===== src/rtl/uart_rx_fsm_pkg.sv =====
// Shared definitions for the UART receiver control FSM: default widths,
// state encoding, the check-point offset and the enable-vector decode.
package uart_rx_fsm_pkg;

    localparam int unsigned DEF_DATA_W  = 8;
    localparam int unsigned DEF_PRESC_W = 6;

    // Checkers register their flags at (prescale>>1)+2, so the flag is readable one edge later.
    localparam int unsigned CHK_OFS = 3;

    typedef enum logic [2:0] {
        ST_IDLE   = 3'd0,
        ST_START  = 3'd1,
        ST_DATA   = 3'd2,
        ST_PARITY = 3'd3,
        ST_STOP   = 3'd4
    } state_e;

    typedef struct packed {
        logic cnt_en;
        logic samp_en;
        logic deser_en;
        logic strt_chk_en;
        logic par_chk_en;
        logic stp_chk_en;
    } rx_en_t;

    // Moore decode of the datapath enables from the current state.
    function automatic rx_en_t decode_en(input state_e s);
        rx_en_t en;
        en = '0;
        case (s)
            ST_START: begin
                en.cnt_en      = 1'b1;
                en.samp_en     = 1'b1;
                en.strt_chk_en = 1'b1;
            end
            ST_DATA: begin
                en.cnt_en   = 1'b1;
                en.samp_en  = 1'b1;
                en.deser_en = 1'b1;
            end
            ST_PARITY: begin
                en.cnt_en     = 1'b1;
                en.samp_en    = 1'b1;
                en.par_chk_en = 1'b1;
            end
            ST_STOP: begin
                en.cnt_en     = 1'b1;
                en.samp_en    = 1'b1;
                en.stp_chk_en = 1'b1;
            end
            default: ;
        endcase
        return en;
    endfunction

endpackage


===== src/rtl/uart_rx_fsm.sv =====
// UART receiver control FSM. Sequences start, DATA_W data bits, optional
// parity and stop; drives the counter/sampler/deserializer/checker enables
// and reports each completed frame as data_valid (clean) or rx_err (bad).
// Ports:
//   clk, rstn                  clock, async active-low reset
//   rx_in, par_en              serial line (idle high), parity-present select
//   prescale, edge_count       oversampling ratio and position within the bit
//   bit_count                  bit index within the frame
//   start_glitch/par_err/stop_err  registered checker flags
//   cnt_en..stp_chk_en         Moore enables for the datapath blocks
//   data_valid, rx_err         registered one-cycle frame status pulses
module uart_rx_fsm
    import uart_rx_fsm_pkg::*;
#(
    parameter  int unsigned DATA_W  = DEF_DATA_W,
    parameter  int unsigned PRESC_W = DEF_PRESC_W,
    localparam int unsigned BIT_W   = $clog2(DATA_W + 3)
) (
    input  logic               clk,
    input  logic               rstn,
    input  logic               rx_in,
    input  logic               par_en,
    input  logic [PRESC_W-1:0] prescale,
    input  logic [PRESC_W-1:0] edge_count,
    input  logic [BIT_W-1:0]   bit_count,
    input  logic               start_glitch,
    input  logic               par_err,
    input  logic               stop_err,
    output logic               cnt_en,
    output logic               samp_en,
    output logic               deser_en,
    output logic               strt_chk_en,
    output logic               par_chk_en,
    output logic               stp_chk_en,
    output logic               data_valid,
    output logic               rx_err
);

    state_e state_q, state_d;
    logic   par_en_q, par_en_d;
    logic   err_flag_q, err_flag_d;
    logic   stop_err_seen_q, stop_err_seen_d;
    logic   data_valid_q, data_valid_d;
    logic   rx_err_q, rx_err_d;

    logic [PRESC_W-1:0] chk_edge;
    logic               at_chk;
    logic               at_eob;
    logic               fe;
    rx_en_t             en;

    // Check point and end-of-bit strobes; at prescale 8 both fire together.
    assign chk_edge = (prescale >> 1) + PRESC_W'(CHK_OFS);
    assign at_chk   = (edge_count == chk_edge);
    assign at_eob   = (edge_count == (prescale - PRESC_W'(1)));

    // State and status registers.
    always_ff @(posedge clk or negedge rstn) begin
        if (!rstn) begin
            state_q         <= ST_IDLE;
            par_en_q        <= 1'b0;
            err_flag_q      <= 1'b0;
            stop_err_seen_q <= 1'b0;
            data_valid_q    <= 1'b0;
            rx_err_q        <= 1'b0;
        end else begin
            state_q         <= state_d;
            par_en_q        <= par_en_d;
            err_flag_q      <= err_flag_d;
            stop_err_seen_q <= stop_err_seen_d;
            data_valid_q    <= data_valid_d;
            rx_err_q        <= rx_err_d;
        end
    end

    // Next-state and frame status logic.
    always_comb begin
        state_d         = state_q;
        par_en_d        = par_en_q;
        err_flag_d      = err_flag_q;
        stop_err_seen_d = stop_err_seen_q;
        data_valid_d    = 1'b0;
        rx_err_d        = 1'b0;
        fe              = 1'b0;

        unique case (state_q)
            ST_IDLE: begin
                if (!rx_in) begin
                    state_d         = ST_START;
                    par_en_d        = par_en;
                    err_flag_d      = 1'b0;
                    stop_err_seen_d = 1'b0;
                end
            end
            ST_START: begin
                // Glitch abort wins even when the check point is also end of bit.
                if (at_chk && start_glitch) begin
                    state_d = ST_IDLE;
                end else if (at_eob) begin
                    state_d = ST_DATA;
                end
            end
            ST_DATA: begin
                if (at_eob && (bit_count == BIT_W'(DATA_W))) begin
                    state_d = par_en_q ? ST_PARITY : ST_STOP;
                end
            end
            ST_PARITY: begin
                if (at_chk) begin
                    err_flag_d = err_flag_q | par_err;
                end
                if (at_eob) begin
                    state_d = ST_STOP;
                end
            end
            ST_STOP: begin
                if (at_chk) begin
                    stop_err_seen_d = stop_err;
                end
                if (at_eob) begin
                    // Use the live flag when the check point coincides with end of bit.
                    fe           = err_flag_q | (at_chk ? stop_err : stop_err_seen_q);
                    data_valid_d = !fe;
                    rx_err_d     = fe;
                    if (!rx_in) begin
                        state_d         = ST_START;
                        par_en_d        = par_en;
                        err_flag_d      = 1'b0;
                        stop_err_seen_d = 1'b0;
                    end else begin
                        state_d = ST_IDLE;
                    end
                end
            end
            default: state_d = ST_IDLE;
        endcase
    end

    assign en          = decode_en(state_q);
    assign cnt_en      = en.cnt_en;
    assign samp_en     = en.samp_en;
    assign deser_en    = en.deser_en;
    assign strt_chk_en = en.strt_chk_en;
    assign par_chk_en  = en.par_chk_en;
    assign stp_chk_en  = en.stp_chk_en;
    assign data_valid  = data_valid_q;
    assign rx_err      = rx_err_q;

endmodule


===== config.mk =====
export PLATFORM = sky130hd
export DESIGN_NAME = uart_rx_fsm
export DESIGN_NICKNAME = d
export VERILOG_FILES = /design/src/rtl/uart_rx_fsm_pkg.sv /design/src/rtl/uart_rx_fsm.sv
export SDC_FILE = /design/constraint.sdc
export NUM_CORES = 1
export LEC_CHECK = 0
export CAP_MARGIN = 20
export CORE_MARGIN = 1
export CORE_UTILIZATION = 32
export CTS_BUF_LIST = sky130_fd_sc_hd__clkbuf_2 sky130_fd_sc_hd__clkbuf_4 sky130_fd_sc_hd__clkbuf_8
export CTS_CLUSTER_SIZE = 20
export DETAILED_ROUTE_END_ITERATION = 8
export GPL_ROUTABILITY_DRIVEN = 0
export MAX_ROUTING_LAYER = met4
export PLACE_DENSITY_LB_ADDON = 0.2
export SYNTH_ARGS = -nofsm -noshare
export SYNTH_HDL_FRONTEND = slang
export SYNTH_SLANG_ARGS = --single-unit

===== constraint.sdc =====
create_clock -name clk -period 1.8 [get_ports clk]
set_input_delay 0.36 -clock clk [delete_from_list [all_inputs] [get_ports clk]]
set_output_delay 0.36 -clock clk [all_outputs]
set_load 0.01 [all_outputs]

==> results of run 1 <==
[report_power, final]
part | switching [mW] | total, mW | internal, mW
sequential | 0.0247 | 0.235 | 0.211
combinational | 0.306 | 0.638 | 0.332
clock | 0.0608 | 0.137 | 0.0763
[cell families after synthesis]
kind of cell / count (synthesis) / synth area share
compound gates: 28 / 0.235
xor+xnor: 15 / 0.159
fa+ha+maj: 2 / 0.0303
buf+inv: 14 / 0.0804
flops: 8 / 0.243
mux: 1 / 0.0121
simple gates: 33 / 0.240
[routing by layer]
metal / routed length, µm / vias to the layer above / share of wire
met5: 0 / - / 0
met4: 59 / 0 / 0.023
met3: 83 / 6 / 0.032
met2: 1450 / 36 / 0.56
met1: 976 / 442 / 0.38
li1: - / 471 / -
[what timing repair did]
| item | CTS | global route |
|---|---|---|
| endpoints found under the setup margin | 14 | 8 |
| endpoints found under the hold margin | 0 | 0 |
| setup buffers | 7 | 1 |
| pin swaps | 14 | 9 |
| gates resized for setup | 58 | 30 |
[cells in the final DEF, fill, tap and decap left out, types with 2 or more instances in the layout]
| master | count |
|---|---|
| a21oi_1 | 4 |
| a31oi_1 | 2 |
| buf_2 | 4 |
| buf_4 | 26 |
| buf_6 | 5 |
| buf_8 | 2 |
| clkbuf_2 | 3 |
| clkbuf_4 | 3 |
| clkdlybuf4s50_1 | 12 |
| dfrtp_1 | 7 |
| dlygate4sd2_1 | 9 |
| ha_4 | 2 |
| inv_1 | 5 |
| inv_6 | 2 |
| nand2_1 | 9 |
| nor2_1 | 4 |
| nor2b_1 | 3 |
| nor3b_2 | 2 |
| nor4_4 | 2 |
| o21ai_0 | 7 |
| o21ai_1 | 2 |
| o21ai_2 | 2 |
| xnor2_1 | 4 |
| xnor2_2 | 4 |
| xnor2_4 | 2 |
| xor2_1 | 3 |
| xor2_2 | 2 |
[cell type report]
class                   count  area, µm²
clock buffers               3       22.5
flip-flops and latches      8        201
inverters                   8       40.0
well taps                  30       37.5
repair buffers             61        515
multi-input cells          79        778
fillers                   215        860
[flip-flops by register name, indices dropped and copies added (netlist names)]
register         cells
stop_err_seen_q      1
rx_err               1
state_q              3
par_en_q             1
data_valid           1
err_flag_q           1
[through the flow]
stage           util  setup slack, ns  hold WS, ns
2_1_floorplan      -          -0.0502       0.0644
6_report       0.650           0.0392        0.389
3_5_place_dp   0.548           -0.707        0.470
4_1_cts        0.618          0.00517        0.398
5_1_grt        0.650          -0.0930        0.410
3_3_place_gp   0.548           -0.635        0.458
[worst paths after layout]
kind	slack (ns)	start	endpoint	depth (start not counted)
hold reg to reg	0.48	err_flag_q	data_valid	1
max in group asynchronous	1.12	rstn	state_q[2]	1
hold / removal	0.39	rstn	err_flag_q	1
setup reg to reg	0.34	state_q[0]	data_valid	4
min in group clk	0.48	err_flag_q	data_valid	1
setup / recovery	0.04	prescale[0]	state_q[1]	11
==> flow_metrics.py, run 1 <==
metrics = {
    "outcome": {
        "status": "finished, final reports clean",
    },
    "floorplan": {
        "core_area_mm2": 0.00245,
        "die_h_um": 52.8,
        "ioPinCount": 31,
        "initial_core_util": 0.336,
        "die_area_mm2": 0.00278,
        "die_w_um": 52.8,
        "fp-row-count": 18,
    },
    "synth": {
        "ys_seq_elements": 8,
        "synth_cells": 101,
        "synth.distinct_cells": 39,
        "avgSynthCellArea_um2": 8.16,
        "synthFlopType": "dfrtp_1",
        "synth.most_common_cell": "o21ai_0",
        "synthArstFlopShare": 1.00,
        "netlist_area_um2": 825,
        "synth_top_area_share": 0.243,
        "yosys.area.top_type": "dfrtp_1",
        "synth_area_leaders": "dfrtp_1 24%, xnor2_1 11%, o21ai_0 6.7%, xor2_1 5.3%, nand2_1 4.1%",
        "syn_nets": 126,
        "yosysSeqAreaShare": 0.243,
        "yosysWarnings": 0,
        "synth_edf_count": 0,
        "synth_common_cells": "11 x o21ai_0, 10 x xnor2_1, 9 x nand2_1",
    },
    "setup_path": {
        "critPathLaunchType": "primary input",
        "path_class": "in2reg",
        "worstPathArrival_ns": 1.89,
        "path_max_fanout": 4,
        "crit_slowest_cell": "o221a_2",
        "required_ns": 1.93,
        "max_stage_delay_ns": 0.30,
        "cp-end-kind": "flop",
        "path_cells": "buf_2 > inv_2 > ha_4 > and3_1 > o221a_2 > o2111ai_4 > buf_4 > buf_4 > nand2_1 > a31oi_1 > o21ai_0",
        "cp_num_buf_inv": 4,
        "cpMostUsedCell": "buf_4",
        "critPathTopFamily": "compound AO/OA/AOI/OAI gates",
    },
    "grt": {
        "grt_overflow": 0,
        "grt_pass1_vias": 948,
        "grt_use_met2": 0.388,
        "gr-usage-met1": 0.226,
        "antenna_found_initial": 0,
        "busiest_layer": "met2",
        "grt_pass1_wl_mm": 4.17,
        "grt_use_total": 0.208,
        "use_met3": 0.00870,
        "grt_max_degree": 11,
    },
    "clock_network": {
        "cts_root_buffer": "clkbuf_4",
        "clkTransAtPathRegs_ns": 0.05,
        "clk_latency_ns": 0.25,
        "numClockSinks": 8,
        "htreeDepth": 1,
        "cts_hold_buf": 0,
        "clock_path_buffers": 2,
        "numCtsBuffers": 3,
        "cts_tree": "done",
    },
    "timing": {
        "finalSetupViolations": 0,
        "tightestPinTransition_ns": 0.372,
        "hold_viol": 0,
        "fin_worst_skew_ns": 0.000967,
        "setup-tns-final_ns": 0,
        "rsz0062_at_grt": "true",
        "maxSlewViolCount": 0,
        "finalCritPeriodShare": 0.978,
        "max_freq_mhz": 568,
        "slew_headroom": 0.751,
        "min_period_ns": 1.76,
    },
    "layout": {
        "final_cells": 189,
        "syn2layout_area_growth_pct": 93.5,
        "diodes": 0,
        "nets": 186,
        "fin_area_mm2": 0.00160,
        "drive_gt1_frac": 0.478,
    },
    "route": {
        "routedWlPerCell_um": 13.6,
        "ant_nets": 0,
        "drc": 0,
        "wirelength_mm": 2.57,
        "via_count": 955,
        "drtIter0Drc": 13,
        "firstDrtPassIters": 4,
        "via_per_inst": 5.05,
    },
    "placement": {
        "dp.final_hpwl_mm": 1.90,
        "placed_cells": 179,
        "port_buffers": 30,
        "dpl_cell_area_mm2": 0.00135,
    },
    "run": {
        "cap_violations": 0,
    },
    "pwr": {
        "leakagePower_nw": 0.659,
        "total_power_mw": 1.01,
        "peakVddDrop_uv": 485,
        "pwr_density_cell_mw_per_mm2": 633,
    },
    "hold_path": {
        "hp-class": "in2async",
    },
}
No activity file was read; power rests on OpenSTA's default activity.
==> inputs of run 2 (changes only) <==
--- a/config.mk
+++ b/config.mk
@@ -6,7 +6,6 @@
 export NUM_CORES = 1
 export LEC_CHECK = 0
 export CAP_MARGIN = 20
-export CORE_MARGIN = 1
 export CORE_UTILIZATION = 32
 export CTS_BUF_LIST = sky130_fd_sc_hd__clkbuf_2 sky130_fd_sc_hd__clkbuf_4 sky130_fd_sc_hd__clkbuf_8
 export CTS_CLUSTER_SIZE = 20
==> results of run 2 <==
No change in the layout: final DEF, timing and power equal those of run 1.
==> inputs of run 3 (changes only) <==
--- a/config.mk
+++ b/config.mk
@@ -5,9 +5,10 @@
 export SDC_FILE = /design/constraint.sdc
 export NUM_CORES = 1
 export LEC_CHECK = 0
-export CAP_MARGIN = 20
+export CORE_MARGIN = 1.5
 export CORE_UTILIZATION = 32
 export CTS_BUF_LIST = sky130_fd_sc_hd__clkbuf_2 sky130_fd_sc_hd__clkbuf_4 sky130_fd_sc_hd__clkbuf_8
+export CTS_CLUSTER_DIAMETER = 30
 export CTS_CLUSTER_SIZE = 20
 export DETAILED_ROUTE_END_ITERATION = 8
 export GPL_ROUTABILITY_DRIVEN = 0
==> run 3 against run 2 <==
  * Die area grew 3.8%
  * Critical endpoint is now data_valid
  * Clock-buffer cell count is the same
  * Clock power is essentially flat
  * Register-to-register slack lost 0.07 ns
  * Largest power group unchanged
  * Non-clock buffer count grew 1
  * Sequential share of layout area grew 0.23 points
  * Flip-flop and latch count is the same
  * Via count shrank 0.94%
  * Largest cell class unchanged
==> flow_metrics.py, run 3 (same netlist as run 1, synthesis figures left out) <==
metrics = {
    "route": {
        "ant_nets": 0,
        "firstDrtPassIters": 4,
        "drc": 0,
        "via_count": 946,
        "via_per_inst": 4.98,
        "wirelength_mm": 2.50,
        "routedWlPerCell_um": 13.2,
        "drtIter0Drc": 14,
    },
    "clock_network": {
        "htreeDepth": 1,
        "clkTransAtPathRegs_ns": 0.06,
        "numCtsBuffers": 3,
        "cts_root_buffer": "clkbuf_4",
        "numClockSinks": 8,
        "cts_hold_buf": 0,
        "clk_latency_ns": 0.25,
        "clock_path_buffers": 2,
        "cts_tree": "done",
    },
    "floorplan": {
        "initial_core_util": 0.336,
        "core_area_mm2": 0.00245,
        "fp-row-count": 18,
        "die_w_um": 53.8,
        "die_area_mm2": 0.00289,
        "die_h_um": 53.8,
        "ioPinCount": 31,
    },
    "layout": {
        "nFillCells": 213,
        "largest_reg_flops": 3,
        "final_cells": 190,
        "regMostFlops": "state_q",
        "diodes": 0,
        "nets": 187,
        "syn2layout_area_growth_pct": 90.0,
        "drive_gt1_frac": 0.450,
        "layout_common_cells": "27 x buf_4, 12 x clkdlybuf4s50_1, 11 x dlygate4sd2_1",
        "multi_input_area_um2": 726,
        "final_common_cell": "buf_4",
        "register_area_um2": 201,
    },
    "outcome": {
        "status": "finished, final reports clean",
    },
    "setup_path": {
        "path_class": "in2reg",
        "rr_startpoint": "state_q[2]",
        "reg2reg_depth": 5,
        "path_max_fanout": 4,
        "crit_start": "prescale[5]",
        "reg2reg_slack_ns": 0.27,
        "required_ns": 1.97,
        "worstReg2RegEnd": "data_valid",
        "crit_path_end": "data_valid",
        "worstPathArrival_ns": 1.95,
        "critPathLaunchType": "primary input",
        "cp-end-kind": "flop",
    },
    "grt": {
        "grt_pass1_wl_mm": 3.92,
        "grt_max_degree": 12,
        "grt_use_total": 0.194,
        "antenna_found_initial": 0,
        "grt_pass1_vias": 960,
        "grt_overflow": 0,
    },
    "hold_path": {
        "hp-class": "in2async",
    },
    "timing": {
        "tightestPinTransition_ns": 0.373,
        "hold_viol": 0,
        "setup_ws_ns": 0.0261,
        "max_freq_mhz": 564,
        "min_period_ns": 1.77,
        "slew_headroom": 0.751,
        "setup-tns-final_ns": 0,
        "finalSetupViolations": 0,
        "rsz0062_at_grt": "true",
        "maxSlewViolCount": 0,
        "finalCritPeriodShare": 0.985,
        "fin_worst_skew_ns": 0.00171,
    },
    "pwr": {
        "total_power_mw": 1.02,
        "peakVddDrop_uv": 557,
        "leakagePower_nw": 0.651,
        "pwr_density_cell_mw_per_mm2": 650,
    },
    "placement": {
        "dp_slack_ns": -0.675,
        "dp.final_hpwl_mm": 1.80,
        "placed_cells": 178,
        "port_buffers": 30,
    },
    "run": {
        "cap_violations": 0,
    },
}
## run 3: final cells by class
| class | count | area share |
|---|---|---|
| Timing Repair Buffer | 62 | 0.344 |
| Inverter | 8 | 0.0256 |
| Clock buffer | 3 | 0.0144 |
| Sequential cell | 8 | 0.129 |
| Multi-Input combinational cell | 79 | 0.463 |
| Tap cell | 30 | 0.0240 |
## run 3: where the power goes
part	internal (mW)	switching, mW	leakage (nW)	total, mW
logic	0.336	0.309	0.534	0.644
clock network	0.0765	0.0633	0.0138	0.140
registers	0.210	0.0241	0.103	0.235
total	0.622	0.396	0.651	1.02
## run 3: per-stage QoR
| step | utilization | hold slack [ns] | cell area, µm² |
|---|---|---|---|
| after floorplan | - | 0.0644 | 863 |
| after global placement | 0.545 | 0.468 | 1340 |
| after detailed placement | 0.545 | 0.478 | 1340 |
| after CTS | 0.616 | 0.398 | 1510 |
| after global routing | 0.638 | 0.423 | 1570 |
| final | 0.638 | 0.386 | 1570 |
## run 3: worst min path at each step
stage                     slack [ns]               to       startpoint
final                           0.39       state_q[1]             rstn
after global routing            0.42       data_valid             rstn
after CTS                       0.40       state_q[1]             rstn
after detailed placement        0.48  stop_err_seen_q  stop_err_seen_q
after global placement          0.47  stop_err_seen_q  stop_err_seen_q
after floorplan                 0.06       data_valid             rstn
## run 3: timing repair
item / 4_1_cts / 5_1_grt
buffers inserted: 8 / 1
gates resized for setup: 60 / 15
pin swaps: 15 / 2
endpoints found under the setup margin: 14 / 8
hold endpoints to repair: 0 / 0
## run 3: routing by layer
layer | part of all wire | global-route usage | up-vias
met5 | 0 | - | -
met3 | 0.029 | 0.00833 | 6
met1 | 0.40 | 0.204 | 444
met4 | 0.021 | 0.115 | 0
li1 | - | - | 471
met2 | 0.54 | 0.356 | 25
## run 3: worst max-delay path, cell delays in order
cell and delay (ns):
dlygate4sd2_1 0.30, xnor2_2 0.18, nor4_4 0.24, a31oi_2 0.06
nor3_2 0.18, buf_4 0.17, mux2i_4 0.25, nor3b_2 0.20
